$ cat src/rtl/lcd_pkg.sv
// Shared types and constants for the HD44780 byte transmitter: state enums,
// LCD bus bit positions, the power-up command ROM and the long-wait opcodes.
package lcd_pkg;

    typedef enum logic [1:0] {
        SEQ_PWR,
        SEQ_INIT,
        SEQ_IDLE
    } seq_state_t;

    typedef enum logic [2:0] {
        ENG_PWR,
        ENG_IDLE,
        ENG_SETUP,
        ENG_PULSE,
        ENG_HOLD,
        ENG_WAIT
    } eng_state_t;

    typedef struct packed {
        logic       rs;
        logic [7:0] data;
    } lcd_byte_t;

    localparam int unsigned LCD_W        = 13;
    localparam int unsigned LCD_ON_BIT   = 12;
    localparam int unsigned LCD_BLON_BIT = 11;
    localparam int unsigned LCD_EN_BIT   = 10;
    localparam int unsigned LCD_RS_BIT   = 9;
    localparam int unsigned LCD_RW_BIT   = 8;

    // Function set 8-bit/2-line, display on, clear, entry mode increment
    localparam int unsigned INIT_LEN   = 4;
    localparam int unsigned INIT_IDX_W = 3;
    localparam logic [INIT_LEN-1:0][7:0] INIT_ROM = {8'h06, 8'h01, 8'h0C, 8'h38};

    // Clear display / return home need the long execution wait
    localparam int unsigned CLR_OPS_N = 3;
    localparam logic [CLR_OPS_N-1:0][7:0] CLR_OPS = {8'h03, 8'h02, 8'h01};

    function automatic logic is_long_cmd(input lcd_byte_t b);
        logic hit;
        hit = 1'b0;
        for (int i = 0; i < CLR_OPS_N; i++) begin
            if (b.data == CLR_OPS[i]) hit = 1'b1;
        end
        return !b.rs && hit;
    endfunction

endpackage

$ cat src/rtl/lcd_byte_tx_if.sv
// Request handshake between the LCD peripheral (master) and the transmitter (slave).
interface lcd_byte_tx_if;
    logic       req_vld_i;
    logic       req_rs_i;
    logic [7:0] req_data_i;
    logic       req_rdy_o;

    modport master (output req_vld_i, output req_rs_i, output req_data_i, input req_rdy_o);
    modport slave  (input req_vld_i, input req_rs_i, input req_data_i, output req_rdy_o);
endinterface

$ cat src/rtl/lcd_byte_engine.sv
// One-byte LCD write engine: SETUP/PULSE/HOLD/WAIT on a single shared down-counter,
// which also times the power-up delay straight out of reset.
module lcd_byte_engine
    import lcd_pkg::*;
#(
    parameter int unsigned SETUP_CYC    = 2,
    parameter int unsigned EN_HIGH_CYC  = 25,
    parameter int unsigned HOLD_CYC     = 2,
    parameter int unsigned CMD_WAIT_CYC = 2000,
    parameter int unsigned CLR_WAIT_CYC = 82000,
    parameter int unsigned PWRUP_CYC    = 750000,
    parameter int unsigned INIT_EN      = 1
) (
    input  logic      clk_i,
    input  logic      rst_i,
    input  logic      start,
    input  lcd_byte_t start_byte,
    output logic      free_c,
    output logic      free_nxt_c,
    output logic      en,
    output lcd_byte_t cur_byte
);
    localparam int unsigned MAX_0   = (SETUP_CYC > EN_HIGH_CYC) ? SETUP_CYC : EN_HIGH_CYC;
    localparam int unsigned MAX_1   = (HOLD_CYC > CMD_WAIT_CYC) ? HOLD_CYC : CMD_WAIT_CYC;
    localparam int unsigned MAX_2   = (CLR_WAIT_CYC > PWRUP_CYC) ? CLR_WAIT_CYC : PWRUP_CYC;
    localparam int unsigned MAX_01  = (MAX_0 > MAX_1) ? MAX_0 : MAX_1;
    localparam int unsigned MAX_CYC = (MAX_01 > MAX_2) ? MAX_01 : MAX_2;
    localparam int unsigned CNT_W   = $clog2(MAX_CYC) + 1;

    localparam eng_state_t       ST_RST  = (INIT_EN != 0) ? ENG_PWR : ENG_IDLE;
    localparam logic [CNT_W-1:0] CNT_RST = (INIT_EN != 0) ? CNT_W'(PWRUP_CYC - 1) : '0;

    eng_state_t       st, st_nxt;
    logic [CNT_W-1:0] cnt, cnt_nxt;
    lcd_byte_t        byte_nxt;
    logic             take_c;

    // The last WAIT cycle doubles as an accept slot so back-to-back bytes have no bubble
    assign free_c = (st == ENG_IDLE) || ((st == ENG_WAIT) && (cnt == '0));
    assign take_c = start && free_c;

    always_ff @(posedge clk_i or posedge rst_i) begin
        if (rst_i) begin
            st       <= ST_RST;
            cnt      <= CNT_RST;
            cur_byte <= '0;
            en       <= 1'b0;
        end else begin
            st       <= st_nxt;
            cnt      <= cnt_nxt;
            cur_byte <= byte_nxt;
            en       <= (st_nxt == ENG_PULSE);
        end
    end

    always_comb begin
        st_nxt   = st;
        cnt_nxt  = cnt;
        byte_nxt = cur_byte;
        if (take_c) begin
            st_nxt   = ENG_SETUP;
            cnt_nxt  = CNT_W'(SETUP_CYC - 1);
            byte_nxt = start_byte;
        end else if (cnt != '0) begin
            cnt_nxt = cnt - CNT_W'(1);
        end else begin
            case (st)
                ENG_PWR:   st_nxt = ENG_IDLE;
                ENG_SETUP: begin
                    st_nxt  = ENG_PULSE;
                    cnt_nxt = CNT_W'(EN_HIGH_CYC - 1);
                end
                ENG_PULSE: begin
                    st_nxt  = ENG_HOLD;
                    cnt_nxt = CNT_W'(HOLD_CYC - 1);
                end
                ENG_HOLD: begin
                    st_nxt  = ENG_WAIT;
                    cnt_nxt = is_long_cmd(cur_byte) ? CNT_W'(CLR_WAIT_CYC - 1)
                                                    : CNT_W'(CMD_WAIT_CYC - 1);
                end
                ENG_WAIT:  st_nxt = ENG_IDLE;
                default:   st_nxt = st;
            endcase
        end
        free_nxt_c = (st_nxt == ENG_IDLE) || ((st_nxt == ENG_WAIT) && (cnt_nxt == '0));
    end

endmodule

$ cat src/rtl/lcd_byte_tx.sv
// HD44780 byte transmitter top: power-up/init/idle sequencer and request handshake
// in front of the byte engine; drives the 13-bit LCD bus from registers only.
module lcd_byte_tx
    import lcd_pkg::*;
#(
    parameter int unsigned SETUP_CYC    = 2,
    parameter int unsigned EN_HIGH_CYC  = 25,
    parameter int unsigned HOLD_CYC     = 2,
    parameter int unsigned CMD_WAIT_CYC = 2000,
    parameter int unsigned CLR_WAIT_CYC = 82000,
    parameter int unsigned PWRUP_CYC    = 750000,
    parameter int unsigned INIT_EN      = 1
) (
    input  logic             clk_i,
    input  logic             rst_i,
    lcd_byte_tx_if.slave     req,
    input  logic             on_i,
    input  logic             blon_i,
    output logic             init_done_o,
    output logic [LCD_W-1:0] lcd_o
);
    localparam seq_state_t SEQ_RST = (INIT_EN != 0) ? SEQ_PWR : SEQ_IDLE;

    seq_state_t             seq, seq_nxt;
    logic [INIT_IDX_W-1:0]  idx, idx_nxt;
    logic                   rdy_q, done_q, on_q, blon_q;
    logic                   eng_start_c, eng_free_c, eng_free_nxt_c, eng_en;
    lcd_byte_t              eng_byte_c, eng_cur;

    lcd_byte_engine #(
        .SETUP_CYC   (SETUP_CYC),
        .EN_HIGH_CYC (EN_HIGH_CYC),
        .HOLD_CYC    (HOLD_CYC),
        .CMD_WAIT_CYC(CMD_WAIT_CYC),
        .CLR_WAIT_CYC(CLR_WAIT_CYC),
        .PWRUP_CYC   (PWRUP_CYC),
        .INIT_EN     (INIT_EN)
    ) u_engine (
        .clk_i      (clk_i),
        .rst_i      (rst_i),
        .start      (eng_start_c),
        .start_byte (eng_byte_c),
        .free_c     (eng_free_c),
        .free_nxt_c (eng_free_nxt_c),
        .en         (eng_en),
        .cur_byte   (eng_cur)
    );

    // Byte source: init ROM while initialising, request port once idle
    always_comb begin
        eng_start_c = 1'b0;
        eng_byte_c  = '{rs: 1'b0, data: INIT_ROM[idx[1:0]]};
        case (seq)
            SEQ_INIT: eng_start_c = (idx != INIT_IDX_W'(INIT_LEN)) && eng_free_c;
            SEQ_IDLE: begin
                eng_start_c = req.req_vld_i && rdy_q;
                eng_byte_c  = '{rs: req.req_rs_i, data: req.req_data_i};
            end
            default: eng_start_c = 1'b0;
        endcase
    end

    always_comb begin
        seq_nxt = seq;
        idx_nxt = idx;
        case (seq)
            SEQ_PWR:  if (eng_free_nxt_c) seq_nxt = SEQ_INIT;
            SEQ_INIT: begin
                if (eng_start_c) idx_nxt = idx + INIT_IDX_W'(1);
                if ((idx_nxt == INIT_IDX_W'(INIT_LEN)) && eng_free_nxt_c) seq_nxt = SEQ_IDLE;
            end
            default:  seq_nxt = seq;
        endcase
    end

    always_ff @(posedge clk_i or posedge rst_i) begin
        if (rst_i) begin
            seq    <= SEQ_RST;
            idx    <= '0;
            rdy_q  <= 1'b0;
            done_q <= 1'b0;
            on_q   <= 1'b0;
            blon_q <= 1'b0;
        end else begin
            seq    <= seq_nxt;
            idx    <= idx_nxt;
            rdy_q  <= (seq_nxt == SEQ_IDLE) && eng_free_nxt_c;
            done_q <= done_q || (seq_nxt == SEQ_IDLE);
            on_q   <= on_i;
            blon_q <= blon_i;
        end
    end

    assign req.req_rdy_o = rdy_q;
    assign init_done_o   = done_q;

    always_comb begin
        lcd_o               = '0;
        lcd_o[LCD_ON_BIT]   = on_q;
        lcd_o[LCD_BLON_BIT] = blon_q;
        lcd_o[LCD_EN_BIT]   = eng_en;
        lcd_o[LCD_RS_BIT]   = eng_cur.rs;
        lcd_o[LCD_RW_BIT]   = 1'b0;
        lcd_o[7:0]          = eng_cur.data;
    end

endmodule

$ cat src/flat_wrapper.sv
// flat-port wrapper written by rule: the top's interface ports become plain ports
module lcd_byte_tx_flat import lcd_pkg::*;
#(
    parameter int unsigned SETUP_CYC    = 2,
    parameter int unsigned EN_HIGH_CYC  = 25,
    parameter int unsigned HOLD_CYC     = 2,
    parameter int unsigned CMD_WAIT_CYC = 2000,
    parameter int unsigned CLR_WAIT_CYC = 82000,
    parameter int unsigned PWRUP_CYC    = 750000,
    parameter int unsigned INIT_EN      = 1
)
  (clk_i, rst_i, on_i, blon_i, init_done_o, lcd_o, req_req_vld_i, req_req_rs_i, req_req_data_i, req_req_rdy_o);
  lcd_byte_tx_if req_i ();
  input  logic clk_i;
  input  logic rst_i;
  input  logic on_i;
  input  logic blon_i;
  output logic init_done_o;
  output logic [LCD_W-1:0] lcd_o;
  input wire logic [$bits(req_i.req_vld_i)-1:0] req_req_vld_i;
  input wire logic [$bits(req_i.req_rs_i)-1:0] req_req_rs_i;
  input wire logic [$bits(req_i.req_data_i)-1:0] req_req_data_i;
  output wire logic [$bits(req_i.req_rdy_o)-1:0] req_req_rdy_o;
  assign req_i.req_vld_i = req_req_vld_i;
  assign req_i.req_rs_i = req_req_rs_i;
  assign req_i.req_data_i = req_req_data_i;
  assign req_req_rdy_o = req_i.req_rdy_o;
  lcd_byte_tx #(.SETUP_CYC(SETUP_CYC), .EN_HIGH_CYC(EN_HIGH_CYC), .HOLD_CYC(HOLD_CYC), .CMD_WAIT_CYC(CMD_WAIT_CYC), .CLR_WAIT_CYC(CLR_WAIT_CYC), .PWRUP_CYC(PWRUP_CYC), .INIT_EN(INIT_EN)) u_core (.clk_i(clk_i), .rst_i(rst_i), .req(req_i), .on_i(on_i), .blon_i(blon_i), .init_done_o(init_done_o), .lcd_o(lcd_o));
endmodule
$ cat config.mk
export PLATFORM = sky130hd
export DESIGN_NAME = lcd_byte_tx_flat
export DESIGN_NICKNAME = d
export VERILOG_FILES = /design/src/rtl/lcd_pkg.sv /design/src/rtl/lcd_byte_tx_if.sv /design/src/rtl/lcd_byte_engine.sv /design/src/rtl/lcd_byte_tx.sv /design/src/flat_wrapper.sv
export SDC_FILE = /design/constraint.sdc
export NUM_CORES = 1
export LEC_CHECK = 0
export BUFFER_PORTS_ARGS = -buffer_cell sky130_fd_sc_hd__buf_2
export CORE_MARGIN = 4
export CORE_UTILIZATION = 30
export DETAILED_ROUTE_END_ITERATION = 16
export SLEW_MARGIN = 15
export SYNTH_ARGS = -nofsm -noshare
export SYNTH_HDL_FRONTEND = slang
export SYNTH_SLANG_ARGS = --single-unit
export TNS_END_PERCENT = 100
$ cat constraint.sdc
create_clock -name clk_i -period 4.3 [get_ports clk_i]
set_input_delay 0.43 -clock clk_i [delete_from_list [all_inputs] [get_ports clk_i]]
set_output_delay 0.43 -clock clk_i [all_outputs]
set_load 0.1 [all_outputs]
==> results.txt, run 1 <==
share of post-route cells with drive strength above 1: 0.219
CTS Sinks: 43
Pre-Repair DR Iteration Count: 4
first-pass GRT wire length: 12,100 um
commonest register cell after synthesis: dfrtp_1
Die H: 105 um
PD cells: 260 nW/um^2
synth warn: 0
largest family of logic cells by synthesized area: simple AND/OR/NAND/NOR gates
Slew headroom: 0.447
Seq/Total Area, Yosys: 0.386
critical path launch point type: flop
Post-CTS Hold Fix Bufs: 0
clk slew on worst S/H paths: 0.09 ns
CTS tree: yes
status: finished, final reports clean
commonest non-fill, non-tap cells in the layout: nor2_1, dfrtp_1, buf_2, a21oi_1, nand3_1
Slew Limit Fails: 0
GRT Util Overall: 0.134
Final Power: 0.000818 W
DRC: 0
H-tree depth: 2
Setup Skew: 0.00575 ns
Setup TNS: 0 ns
crit share post-route: 0.821
Max Freq: 283 MHz
fraction of registers with async set or reset after synthesis: 1.00
Setup CP Type: reg2reg
Leak Pwr: 1.23 nW
final cell count without fillers: 440
Layout Utilization: 0.343
HPWL Detailed: 5210 um
Hold Slack: 0.170 ns
Max IR drop VDD: 0.0000977 V
Inst Count DP: 432
Port Buffer Count: 27
adder-cell share of the synthesized area: 0.0354
area share of and/or/nand/nor cells after synthesis: 0.280
core footprint: 9200 um^2
Antenna diodes: 0
# rows: 35
placer congestion estimate: 0.912
Worst Setup End Kind: flop
Post-Synth XOR/XNOR Area: 0.0465
P&R area growth vs syn: 11.5%
Synth Area in Compound Gates: 0.168
DR vias: 2,442
Cell variety after synth: 63
Post-synth EDFFs: 0
final setup violation count: 0
Max Cap Viol: 0
syn avg cell area: 9.09 um^2
mux share of post-synthesis cell area: 0.0261
Avg WL per Cell: 16.2 um
Worst Max-Slew Pin Slew: 0.824 ns
total CTS buffers: 5
post-CTS sizing: 0
Final Hold Vio Count: 0
Die Wd: 105 um
vias in the first global route: 2,451
CTS root buf: clkbuf_8
gr ovfl total: 0
RSZ-0062 raised after global routing: false
#FFs+latches synth: 43
Vias/cell: 5.55
worst-path fanout max: 16
initial antenna violation count: 0
die footprint: 11,000 um^2
Worst EP arrival: 3.72 ns
most common cell after layout, fill and taps aside: nor2_1
antenna-violating nets left: 0
Post-CTS Setup Inserts: 0
Worst Path Required: 4.49 ns
syn_nets: 333
Routed WL: 7150 um
initial DRC count: 362
clk_lat worst skew: 0.31 ns
I/O pin count: 29
fin crit period: 3.53 ns
final net count: 350
Mapped Cells: 311
Max Buffers Root-to-Sink: 2
post-synthesis cell area: 2830 um^2
largest net degree at the start of global routing: 38
initial core utilization: 0.307
HP Class: in2async
sequential cells by signal (all words and copies together), names as in the netlist:
name,count
u_core.idx,3
u_core.u_engine.st,3
u_core.req.req_rdy_o,1
u_core.on_q,1
u_core.u_engine.cur_byte,9
u_core.u_engine.en,1
u_core.seq,2
u_core.u_engine.cnt,21
u_core.blon_q,1
u_core.init_done_o,1
per-stage QoR:
step / cell area, um^2 / worst slack (ns)
3_5_place_dp: 3020 / 0.841
2_1_floorplan: 2830 / 1.15
4_1_cts: 3150 / 0.823
5_1_grt: 3150 / 0.466
3_3_place_gp: 3020 / 0.865
6_report: 3150 / 0.771
worst paths after layout:
kind	from	to	slack, ns	cells past startpoint
min in group clk_i	blon_i	u_core.blon_q$_DFF_PP0_	0.22	1
worst max-delay path	u_core.u_engine.cnt[6]$_DFF_PP0_	u_core.seq[1]$_DFF_PP0_	0.77	9
worst max register to register	u_core.u_engine.cnt[6]$_DFF_PP0_	u_core.seq[1]$_DFF_PP0_	0.77	9
worst min-delay path	rst_i	u_core.u_engine.cnt[10]$_DFF_PP0_	0.17	2
worst min register to register	u_core.init_done_o$_DFF_PP0_	u_core.init_done_o$_DFF_PP0_	0.53	2
max in group asynchronous	rst_i	u_core.u_engine.st[0]$_DFF_PP0_	3.41	3
cell type report:
class,count,area (um^2)
tap,111,139
clock inverter,3,67.6
multi-input combinational,234,1570
fill,922,6040
inverter,14,52.6
sequential,43,1090
clock buffer,5,68.8
timing repair buffer,30,158
power breakdown:
group          total (W)  switching (W)  leakage [nW]  internal, W
clock           0.000386       0.000154        0.0644     0.000232
combinational  0.0000266      0.0000212         0.668   0.00000545
sequential      0.000406    0.000000180         0.493     0.000406
layer usage:
metal  GRT usage  share of wire  vias up
li1            -              -     1173
met1       0.191           0.47     1150
met5           0              0        -
met4      0.0600          0.028        0
met3      0.0222          0.064       20
met2       0.198           0.44       99
worst max-delay path, cell delays in order, from the launching register on:
cell and delay, ns:
dfrtp_1 0.48, nor4_4 0.41, nand3_2 0.34, nor2_2 0.65, a211o_1 0.22, nand4_1 0.10, nor4_1 0.30, a21oi_1 0.18
or3_4 0.44, o311a_1 0.30
synth_stat cells, drive strengths merged (4+ instances only):
cell,number,area share
nand4,7,0.015
nor4,10,0.032
o21ai,17,0.030
xnor2,7,0.022
nand2b,4,0.0089
o31ai,4,0.011
nand3,20,0.039
ha,8,0.035
buf,11,0.026
nor2,38,0.052
or4,5,0.015
nor3,11,0.021
dfrtp,30,0.27
clkbuf,9,0.012
a21oi,19,0.034
inv,14,0.019
xor2,8,0.025
nand2,14,0.021
dfstp,13,0.12
mux2i,4,0.014
a211oi,5,0.013
a211o,5,0.015
nor4b,5,0.025
kinds of logic (layout without fill, tap and decap cells):
group	count (synthesis)	in the layout
and+or+nand+nor	132	132
muxes	7	7
other	1	1
DFF	43	43
AOI/OAI and AO/OA	71	71
adders and majority gates	8	8
buffers and inverters	34	52
xor gates and xnor gates	15	15
No activity file was read; power rests on OpenSTA's default activity.
==> run 2: changes to the inputs <==
Clock period 4.3 ns to 3.55 ns, I/O delays scaled along.
==> run 2 against run 1 <==
  * Via count is 0.74% higher
  * Worst hold slack worse by 0.012 ns
  * Count of clock-buffer cells in the layout unchanged
  * Non-clock buffer count up 9
  * Sequential share of layout area is 0.65 points lower
  * Highest routed layer unchanged
  * Worst setup slack worse by 0.56 ns
  * Critical path depth unchanged
  * Sequential power is 21% higher
==> results.txt, run 2 (synthesis results as in run 1) <==
commonest non-fill, non-tap cells in the layout: nor2_1, dfrtp_1, buf_2, a21oi_1, nand3_1
Max Freq: 300 MHz (+5.7%)
clk_lat worst skew: 0.30 ns (about the same)
max reg flops: 21 (unchanged)
Final Hold Vio Count: 0 (unchanged)
Setup Skew: 0.00760 ns (+0.00185 ns)
Leak Pwr: 1.27 nW (+3.2%)
Max Cap Viol: 0 (unchanged)
H-tree depth: 2 (unchanged)
Die Wd: 105 um (unchanged)
RSZ-0062 raised after global routing: false
Worst Setup End Kind: flop
Worst EP arrival: 3.53 ns (-0.19 ns)
Top reg by flops: u_core.u_engine.cnt
Routed WL: 7020 um (-1.7%)
DR vias: 2,460 (+0.74%)
GRT Util Overall: 0.133 (-0.00118)
clk slew on worst S/H paths: 0.09 ns (about the same)
I/O pin count: 29 (unchanged)
HP Class: in2reg
Setup CP Type: reg2reg
Die H: 105 um (unchanged)
biggest regs: u_core.u_engine.cnt (21), u_core.u_engine.cur_byte (9)
Port Buffer Count: 27 (unchanged)
Max IR drop VDD: 0.000111 V (+14%)
die footprint: 11,000 um^2 (unchanged)
final net count: 359 (+2.6%)
Worst Max-Slew Pin Slew: 0.568 ns (-0.256 ns)
first-pass GRT wire length: 12,100 um (-0.23%)
CTS tree: yes
crit share post-route: 0.940 (+0.120)
worst-path fanout max: 13 (-3)
Antenna diodes: 0 (unchanged)
Layout Utilization: 0.349 (+0.00653)
Avg WL per Cell: 15.6 um (-3.7%)
P&R area growth vs syn: 13.6%
largest net degree at the start of global routing: 43 (+13%)
Setup TNS: 0 ns (unchanged)
DRC: 0 (unchanged)
CTS root buf: clkbuf_8
gr ovfl total: 0 (unchanged)
HPWL Detailed: 5220 um (+0.16%)
# rows: 35 (unchanged)
most common cell after layout, fill and taps aside: nor2_1
Post-CTS Setup Inserts: 0 (unchanged)
initial DRC count: 131 (-64%)
critical path launch point type: flop
status: finished, final reports clean
Vias/cell: 5.48 (-1.3%)
fin crit period: 3.34 ns (-0.190 ns)
vias in the first global route: 2,388 (-2.6%)
Slew Limit Fails: 0 (unchanged)
Final Power: 0.000857 W (+4.7%)
CTS Sinks: 43 (unchanged)
Pre-Repair DR Iteration Count: 5 (+1)
placer congestion estimate: 0.964 (+5.6%)
core footprint: 9200 um^2 (unchanged)
PD cells: 267 nW/um^2 (+2.7%)
Max Buffers Root-to-Sink: 2 (unchanged)
initial core utilization: 0.307 (unchanged)
Slew headroom: 0.620 (+0.173)
initial antenna violation count: 0 (unchanged)
total CTS buffers: 5 (unchanged)
antenna-violating nets left: 0 (unchanged)
final setup violation count: 0 (unchanged)
share of post-route cells with drive strength above 1: 0.243 (+0.0238)
Worst Path Required: 3.74 ns (-0.75 ns)
==> run 2: power breakdown <==
group,internal (W),total (W),leakage (nW),switching [W]
clock network,0.000141,0.000332,0.0408,0.000191
registers,0.000491,0.000492,0.493,0.000000223
logic,0.00000733,0.0000328,0.732,0.0000254
total,0.000640,0.000857,1.27,0.000217
==> run 2: final timing paths <==
| path | end | cells after the start | slack (ns) | startpoint |
|---|---|---|---|---|
| min in group asynchronous | u_core.blon_q$_DFF_PP0_ | 3 | 0.42 | rst_i |
| hold reg to reg | u_core.idx[2]$_DFFE_PP0N_ | 1 | 0.54 | u_core.idx[2]$_DFFE_PP0N_ |
| max in group asynchronous | u_core.u_engine.cnt[2]$_DFF_PP1_ | 4 | 2.43 | rst_i |
| setup reg to reg | u_core.seq[1]$_DFF_PP0_ | 9 | 0.21 | u_core.u_engine.cnt[6]$_DFF_PP0_ |
| setup / recovery | u_core.seq[1]$_DFF_PP0_ | 9 | 0.21 | u_core.u_engine.cnt[6]$_DFF_PP0_ |
| hold / removal | u_core.on_q$_DFF_PP0_ | 1 | 0.16 | on_i |
==> run 2: routing by layer <==
layer	up-vias	wire (um)	GRT usage
met5	-	0	0
met4	0	191	0.0506
met3	18	382	0.0235
met2	85	3200	0.212
met1	1170	3250	0.179
li1	1187	-	-
==> run 2: final cells by class <==
cell class	instances	area, um^2
Clock buffer	5	68.8
Fill cell	946	5980
Sequential cell	43	1090
Timing Repair Buffer	39	228
Inverter	14	52.6
Clock inverter	3	23.8
Tap cell	111	139
Multi-Input combinational cell	234	1610
==> run 2: repair_timing <==
| action | CTS | global route |
|---|---|---|
| endpoints found under the setup margin | 0 | 3 |
| hold endpoints to repair | 1 | 0 |
| resized for setup | 0 | 6 |
| hold buffers | 1 | 0 |
==> run 2: per-stage QoR <==
step           setup slack, ns  instances  hold WS, ns  instance area [um^2]
5_1_grt                 0.0184        449        0.148                  3210
3_3_place_gp             0.262        440        0.191                  3080
2_1_floorplan            0.404        311        0.386                  2830
3_5_place_dp             0.162        440        0.194                  3080
4_1_cts                  0.128        449        0.146                  3180
6_report                 0.212        449        0.158                  3210
==> run 2: critical path, stage by stage (launching register included) <==
cell       delay (ns)
dfrtp_1          0.50
nor4_4           0.47
nand3_4          0.25
o2111ai_2        0.26
xor2_1           0.34
nand4_1          0.20
nor4b_2          0.29
a211oi_1         0.18
or3_4            0.42
o311a_1          0.30
==> run 3: changes to the inputs <==
Settings changed: PLACE_DENSITY set to 0.51, SETUP_SLACK_MARGIN set to 0.5.
==> run 3 against run 2 <==
  * Non-clock buffer count grew 22
  * Final cell count increased by 5.3%
  * Clock power grew 24%
  * Count of clock-buffer cells in the layout up 1
  * Critical path type unchanged
  * Largest cell class unchanged
  * Largest power group unchanged
==> results.txt, run 3 (synthesis results as in run 1) <==
min-delay src: on_i
Final Hold Vio Count: 0 (unchanged)
placer congestion estimate: 0.869 (-9.8%)
status: finished, final reports clean
Antenna diodes: 0 (unchanged)
gr ovfl total: 0 (unchanged)
CTS tree: yes
Routed WL: 8350 um (+19%)
Vias/cell: 5.73 (+4.5%)
clk_lat worst skew: 0.30 ns (about the same)
crit share post-route: 0.892 (-0.0486)
Max Cap Viol: 0 (unchanged)
Setup Skew: 0.0106 ns (+0.00301 ns)
Slew Limit Fails: 0 (unchanged)
Max Buffers Root-to-Sink: 2 (unchanged)
P&R area growth vs syn: 33.7%
Worst Setup End Kind: flop
Largest stage delay, worst path: 0.56 ns (+0.06 ns)
DR vias: 2,709 (+10%)
setup slack, reg-to-reg: 0.38 ns (+0.17 ns)
Pre-Repair DR Iteration Count: 5 (unchanged)
first-pass GRT wire length: 13,000 um (+7.5%)
Leak Pwr: 1.48 nW (+17%)
core footprint: 9200 um^2 (unchanged)
Max Freq: 316 MHz (+5.4%)
Worst Path Required: 3.74 ns (about the same)
Worst EP arrival: 3.36 ns (-0.17 ns)
Slowest-stage cell, CP: or4_4
initial core utilization: 0.307 (unchanged)
clk slew on worst S/H paths: 0.09 ns (about the same)
# rows: 35 (unchanged)
antenna-violating nets left: 0 (unchanged)
share of post-route cells with drive strength above 1: 0.414 (+0.172)
cell family with the largest share of critical-path delay: simple AND/OR/NAND/NOR gates
cells along the critical path: or4_4 -> buf_4 -> nor2_2 -> o21ai_1 -> buf_4 -> nand2_1 -> nand3_1 -> nor4_2 -> a21oi_2 -> or3_4 -> o311a_1
H-tree depth: 2 (unchanged)
Port Buffer Count: 27 (unchanged)
HP Class: in2reg
GRT Util Overall: 0.144 (+0.0113)
HPWL Detailed: 5480 um (+5.0%)
CTS root buf: clkbuf_8
final setup violation count: 0 (unchanged)
critical path launch point type: flop
multi-input logic area: 1970 um^2 (+23%)
fin crit period: 3.17 ns (-0.172 ns)
Layout Utilization: 0.411 (+0.0616)
worst setup path start: u_core.u_engine.cnt[1]$_DFF_PP1_
initial antenna violation count: 0 (unchanged)
CP most frequent cell: buf_4
I/O pin count: 29 (unchanged)
reg2reg start: u_core.u_engine.cnt[1]$_DFF_PP1_
final net count: 383 (+6.7%)
biggest regs: u_core.u_engine.cnt (21), u_core.u_engine.cur_byte (9)
FF+latch area: 1100 um^2 (+0.34%)
Setup CP Type: reg2reg
Setup TNS: 0 ns (unchanged)
Worst Max-Slew Pin Slew: 0.980 ns (+0.412 ns)
Slew headroom: 0.347 (-0.274)
Die H: 105 um (unchanged)
worst-path fanout max: 6 (-7)
FF-to-FF path depth: 11 (+2)
hold path cells: 1 (unchanged)
Avg WL per Cell: 17.6 um (+13%)
largest net degree at the start of global routing: 44 (+2.3%)
Top reg by flops: u_core.u_engine.cnt
CP bufs+invs: 2 (+2)
FILL cells: 890 (-5.9%)
initial DRC count: 166 (+27%)
total CTS buffers: 5 (unchanged)
DRC: 0 (unchanged)
Die Wd: 105 um (unchanged)
Post-CTS Hold Fix Bufs: 0 (-1)
WHS Endpoint: u_core.on_q$_DFF_PP0_
commonest non-fill, non-tap cells in the layout: nor2_1, buf_4, buf_2, dfrtp_1, a21oi_1
die footprint: 11,000 um^2 (unchanged)
Max IR drop VDD: 0.000120 V (+7.8%)
RSZ-0062 raised after global routing: true
PD cells: 247 nW/um^2 (-7.3%)
Worst R2R End: u_core.seq[1]$_DFF_PP0_
CTS Sinks: 43 (unchanged)
most common cell after layout, fill and taps aside: nor2_1
vias in the first global route: 2,627 (+10%)
max reg flops: 21 (unchanged)
[run 3: changes by cell type in the layout (fill, tap and decap cells not counted), moves of 5 or more]
| cell | change |
|---|---|
| nor3_1 | -5 |
| buf_4 | +20 |
| o21ai_0 | -5 |
| o21ai_2 | +5 |
[run 3: stage by stage]
stage	worst slack (ns)	cells	hold slack (ns)	instance area, um^2	total power (W)
after floorplan	0.464	311	0.386	2840	0.000524
after global placement	0.127	442	0.464	3100	0.000533
after detailed placement	0.154	442	0.469	3100	0.000533
after CTS	0.411	458	0.139	3390	0.000946
after global routing	0.240	473	0.140	3780	0.000968
final	0.384	473	0.147	3780	0.000934
[run 3: worst reg2reg max path, stage by stage, from the launching register on]
cell and delay [ns]:
dfstp_2 0.40, or4_4 0.56, buf_4 0.18, nor2_2 0.22
o21ai_1 0.16, buf_4 0.18, nand2_1 0.11, nand3_1 0.11
nor4_2 0.32, a21oi_2 0.14, or3_4 0.40, o311a_1 0.30
[run 3: how the worst max path moves through the flow]
stage                                         end  slack [ns]  depth (start not counted)
after detailed placement  u_core.seq[1]$_DFF_PP0_        0.15                          9
after global routing      u_core.seq[1]$_DFF_PP0_        0.24                         11
after global placement    u_core.seq[1]$_DFF_PP0_        0.13                          9
after CTS                 u_core.seq[1]$_DFF_PP0_        0.41                          9
after floorplan           u_core.seq[1]$_DFF_PP0_        0.46                         10
final                     u_core.seq[1]$_DFF_PP0_        0.38                         11
[run 3: area by class of cell]
| type | instances | area share |
|---|---|---|
| clock inverters | 2 | 0.00927 |
| repair buffers | 61 | 0.106 |
| clock buffers | 6 | 0.0219 |
| well taps | 111 | 0.0368 |
| flip-flops and latches | 43 | 0.290 |
| inverters | 14 | 0.0139 |
| multi-input cells | 236 | 0.522 |
[run 3: repair_timing]
| item | in CTS | in global routing |
|---|---|---|
| endpoints found under the setup margin | 4 | 4 |
| setup buffers | 8 | 13 |
| gates resized for setup | 21 | 49 |
| pin swaps | 9 | 20 |
| gates cloned | 0 | 2 |
[run 3: power breakdown]
group / switching, W / internal [W]
registers: 0.000000274 / 0.000491
logic: 0.0000256 / 0.00000586
clock network: 0.000183 / 0.000228
[run 3: metal layers]
metal / up-vias / wire length, um / GRT usage
li1: 1249 / - / -
met1: 1319 / 3610 / 0.185
met2: 112 / 3970 / 0.243
met3: 29 / 526 / 0.0272
met4: 0 / 240 / 0.0478
met5: - / 0 / 0
